**src/rtl/seg7_scan_driver.sv**
```systemverilog
// Time-multiplexed 7-segment scanner: shadow-registered hex value, per-digit blank and dp,
// optional leading-zero suppression, registered active-low outputs with a dark first cycle per dwell.
module seg7_scan_driver #(
    parameter int NUM_DIGITS  = 4,
    parameter int REFRESH_DIV = 50000
) (
    input  logic                    clk,
    input  logic                    rst_n,
    input  logic                    load,
    input  logic [4*NUM_DIGITS-1:0] value,
    input  logic [NUM_DIGITS-1:0]   blank_mask,
    input  logic [NUM_DIGITS-1:0]   dp_in,
    input  logic                    lz_en,
    output logic [6:0]              seg,
    output logic                    dp,
    output logic [NUM_DIGITS-1:0]   an,
    output logic                    frame_done
);
    localparam int PW = $clog2(REFRESH_DIV);
    localparam int IW = (NUM_DIGITS > 1) ? $clog2(NUM_DIGITS) : 1;
    localparam logic [PW-1:0] PRE_LAST = PW'(REFRESH_DIV - 1);
    localparam logic [IW-1:0] IDX_LAST = IW'(NUM_DIGITS - 1);

    logic [PW-1:0]             pre_cnt;
    logic [IW-1:0]             idx;
    logic [4*NUM_DIGITS-1:0]   val_q;
    logic [NUM_DIGITS-1:0]     blank_q;
    logic [NUM_DIGITS-1:0]     dp_q;
    logic                      lz_q;

    logic                      tick;
    logic [NUM_DIGITS-1:0]     supp;
    logic                      upper_zero;
    logic [NUM_DIGITS-1:0]     an_lit;
    logic [3:0]                nib;
    logic                      dark_now;

    function automatic logic [6:0] decode(input logic [3:0] n);
        case (n)
            4'h0: decode = 7'h40;
            4'h1: decode = 7'h79;
            4'h2: decode = 7'h24;
            4'h3: decode = 7'h30;
            4'h4: decode = 7'h19;
            4'h5: decode = 7'h12;
            4'h6: decode = 7'h02;
            4'h7: decode = 7'h78;
            4'h8: decode = 7'h00;
            4'h9: decode = 7'h10;
            4'hA: decode = 7'h08;
            4'hB: decode = 7'h03;
            4'hC: decode = 7'h46;
            4'hD: decode = 7'h21;
            4'hE: decode = 7'h06;
            default: decode = 7'h0E;
        endcase
    endfunction

    assign tick = (pre_cnt == PRE_LAST);

    // Walk from the most significant digit down; digit 0 always stays lit.
    always_comb begin
        supp       = '0;
        upper_zero = 1'b1;
        for (int k = NUM_DIGITS - 1; k >= 1; k--) begin
            upper_zero = upper_zero && (val_q[4*k +: 4] == 4'h0);
            supp[k]    = lz_q && upper_zero;
        end
    end

    always_comb begin
        an_lit      = '1;
        an_lit[idx] = 1'b0;
        nib         = val_q[4*idx +: 4];
        dark_now    = blank_q[idx] || supp[idx];
    end

    always_ff @(posedge clk) begin
        if (!rst_n) begin
            pre_cnt    <= '0;
            idx        <= '0;
            val_q      <= '0;
            blank_q    <= '1;
            dp_q       <= '0;
            lz_q       <= 1'b0;
            seg        <= 7'h7F;
            dp         <= 1'b1;
            an         <= '1;
            frame_done <= 1'b0;
        end else begin
            if (load) begin
                val_q   <= value;
                blank_q <= blank_mask;
                dp_q    <= dp_in;
                lz_q    <= lz_en;
            end
            pre_cnt <= tick ? '0 : pre_cnt + 1'b1;
            if (tick) begin
                idx <= (idx == IDX_LAST) ? '0 : idx + 1'b1;
            end
            frame_done <= tick && (idx == IDX_LAST);
            // Blank on the tick so the outgoing digit never bleeds into the next anode.
            if (tick || dark_now) begin
                an  <= '1;
                seg <= 7'h7F;
                dp  <= 1'b1;
            end else begin
                an  <= an_lit;
                seg <= decode(nib);
                dp  <= ~dp_q[idx];
            end
        end
    end
endmodule
```
**config.mk**
```make
export PLATFORM = sky130hd
export DESIGN_NAME = seg7_scan_driver
export DESIGN_NICKNAME = d
export VERILOG_FILES = /design/src/rtl/seg7_scan_driver.sv
export SDC_FILE = /design/constraint.sdc
export NUM_CORES = 1
export LEC_CHECK = 0
export CAP_MARGIN = 0
export CORE_MARGIN = 1
export CORE_UTILIZATION = 56
export CTS_BUF_LIST = sky130_fd_sc_hd__clkbuf_2
export DETAILED_ROUTE_END_ITERATION = 12
export GPL_TIMING_DRIVEN = 0
export PLACE_DENSITY = 0.82
export SLEW_MARGIN = 5
export SYNTH_ARGS = -nofsm -noshare
export SYNTH_HDL_FRONTEND = slang
export SYNTH_SLANG_ARGS = --single-unit
```
**constraint.sdc**
```tcl
create_clock -name clk -period 2.68 [get_ports clk]
set_input_delay 0.536 -clock clk [delete_from_list [all_inputs] [get_ports clk]]
set_output_delay 0.536 -clock clk [all_outputs]
set_load 0.02 [all_outputs]
```
==> qor.yml <==
logic_synthesis:
  synth_simple_gate_area_share_pct: 21.7
  synth_area_sq_mm: 0.00267
  synth-async-reset-ratio_pct: 0
  ys_types: 49
  synthAdderAreaFrac_pct: 5.16
  synth.area.mux_share_pct: 17.0
  yosysTopAreaCellShare_pct: 42.0
  synth_compound_area_share_pct: 5.25
  synth_area_leader_cell: "dfxtp_1"
  synthesis.nets: 299
  yosysWarnings: 0
  ys_seq_area_share_pct: 42.0
  synthTopCellsByArea: "dfxtp_1 (42%), mux2i_1 (12%), nor2b_1 (5.4%)"
  synthTopCellsByCount: "dfxtp_1 (56), mux2i_1 (31), nor2b_1 (23)"
  synth_seq_cells: 56
  synth_top_family_by_area: "simple AND/OR/NAND/NOR gates"
  yosysMostFrequentCell: "dfxtp_1"
  synth_xor_area_share_pct: 4.60
  synth.avg_cell_area_sq_um: 10.3
  synth-edff-count: 0
  synth_ff_type: "dfxtp_1"
  syn-instance-count: 260
route:
  drt_iter0_markers: 103
  drtPass1Iterations: 9
  drt_wl_total_um: 5010
  num_vias: 1946
  antenna_left: 0
  vias_per_cell: 5.44
  drc: 4
  wire_per_inst_um: 14.0
global_routing:
  grt_pass1_vias: 1819
  grt_max_degree: 17
  grt_pass1_wl_um: 8710
  track_usage_pct: 22.2
  antenna_found_initial: 0
  gr-total-overflow: 0
clock_tree:
  cts_sinks: 56
  cts_setup_buffers: 0
  h-tree-depth: 2
  ctsHoldBuffers: 0
  cts_resized: 0
  root_buffer: "clkbuf_2"
  max-clock-path-buffers: 2
  clk_latency_ps: 430
  cts.clk_slew.worst_paths_ps: 260
  cts_tree: "yes"
  cts_buffers: 5
floorplan:
  row_count: 24
  coreArea_sq_mm: 0.00447
  io-pin-count: 41
  dieHeight_um: 71.0
  die-area_sq_mm: 0.00504
  die_w_um: 71.0
  start_util_pct: 59.6
finish:
  fin_nets: 345
  area_growth_pct: 18.5
  fin_area_sq_mm: 0.00316
  num_antenna_cells: 0
  drive_gt1_share_pct: 10.5
power_and_ir_drop:
  powerDensity_mw_per_mm2: 439
  ir_drop_mv: 0.334
  leakage_uw: 0.00125
  power_frac_seq_pct: 64.0
  switching_share_pct: 25.8
  p_sw_uw: 359
  pwr-share-comb_pct: 13.4
  intPower_uw: 1030
  clkPwrFrac_pct: 22.5
run:
  max-cap-violations: 0
sta:
  fin_crit_ps: 2290
  rsz0062_at_grt: "false"
  finalHoldViolCount: 0
  period_share_pct: 85.4
  slew-limit-headroom_pct: 68.9
  tightest_slew_ps: 458
  fin_tns_setup_ps: 0
  drv_slew: 0
  clock.fmax_mhz: 437
  setup-violations-final: 0
  skew_ps: 7.00
critical_path:
  cp-start-kind: "register"
  critPathKind: "register to register"
  cp.arrival_ps: 2680
  critPathTopFamily: "multiplexers"
  path_cells: "buf_6, mux4_2, inv_1, ha_1, a21oi_1, o21ai_0, o31ai_1, o21ai_1"
  crit_path_top_delay_cell: "mux4_2"
  r2r_setup_slack_ps: 390
  path_buf_inv: 2
  path_max_fanout: 9
  worstSetupEndpointType: "register"
  max_stage_delay_ps: 590
  crit_required_ps: 3070
placement:
  hpwl_um: 3750
  port-buffer-count: 39
  place_congestion: 0.832
  dpl_cell_area_sq_mm: 0.00312
outcome:
  failed_checks: "DRC"
  status: "complete, but fails checks"
worst_hold_path:
  hp-class: "register to register"
[placed cells by master (no fill, tap or decap), types with 4 or more instances in the layout]
cell type         n
nand2_1          20
xor2_1            8
inv_1             6
clkbuf_1          4
clkbuf_2          5
mux2i_1          31
ha_1             11
nor4_1            4
dfxtp_1          56
and3_1            6
nor2_1           18
nand3_1          10
a21oi_1           6
nor2b_1          23
clkdlybuf4s50_1  39
xnor2_1           6
mux4_2            4
[final timing paths]
kind	from	cells after the start	end
setup / recovery	idx[0]	8	seg[0]
hold reg to reg	pre_cnt[0]	1	pre_cnt[0]
setup reg to reg	idx[0]	8	seg[0]
hold / removal	pre_cnt[0]	1	pre_cnt[0]
[cell families (layout without fill, tap and decap cells)]
| logic type | after synthesis | in the layout |
|---|---|---|
| AO/OA/AOI/OAI | 20 | 20 |
| XOR/XNOR | 14 | 14 |
| adder cells (fa/ha/maj) | 11 | 11 |
| buffers and inverters | 18 | 64 |
| flip-flops | 56 | 56 |
| multiplexers | 39 | 39 |
| AND/OR/NAND/NOR | 102 | 102 |
[metal layers]
metal / global-route usage [%] / vias up / part of all wire, % / routed length (um)
met5: 0 / - / 0 / 0
met4: 5.33 / 0 / 1.0 / 52
met3: 4.70 / 5 / 3.2 / 159
met2: 34.1 / 43 / 45 / 2240
met1: 32.0 / 906 / 51 / 2550
li1: - / 992 / - / -
[power groups by stage]
stage / combinational, uW / sequential [uW] / clock, uW
after floorplan: 111 / 903 / 0
after global routing: 206 / 894 / 354
after global placement: 182 / 903 / 0
final: 187 / 889 / 313
after detailed placement: 187 / 904 / 0
after CTS: 188 / 889 / 322
[layout make-up]
cell class	count	area, sq um
plain buffers	12	90.1
clock buffers	5	25.0
clock inverters	2	12.5
fillers	352	1310
inverters	6	22.5
multi-input cells	186	1430
flip-flops and latches	56	1120
well taps	52	65.1
repair buffers	39	390
[flip-flops by register name, indices dropped and copies added, names as in the netlist]
| signal | flops |
|---|---|
| frame_done | 1 |
| blank_q | 4 |
| an | 4 |
| lz_q | 1 |
| dp | 1 |
| pre_cnt | 16 |
| seg | 7 |
| dp_q | 4 |
| idx | 2 |
| val_q | 16 |
[per-stage QoR]
| stage | std cells | total power, uW | setup slack (ps) | hold WS (ps) | util, % |
|---|---|---|---|---|---|
| after global placement | 351 | 1090 | 489 | 446 | 69.8 |
| after detailed placement | 351 | 1090 | 467 | 454 | 69.8 |
| after CTS | 358 | 1400 | 402 | 490 | 70.6 |
| final | 358 | 1390 | 392 | 494 | 70.6 |
| after floorplan | 260 | 1010 | 729 | 426 | - |
| after global routing | 358 | 1450 | 231 | 510 | 70.6 |
Note: power is estimated with default switching activity, not from simulation.
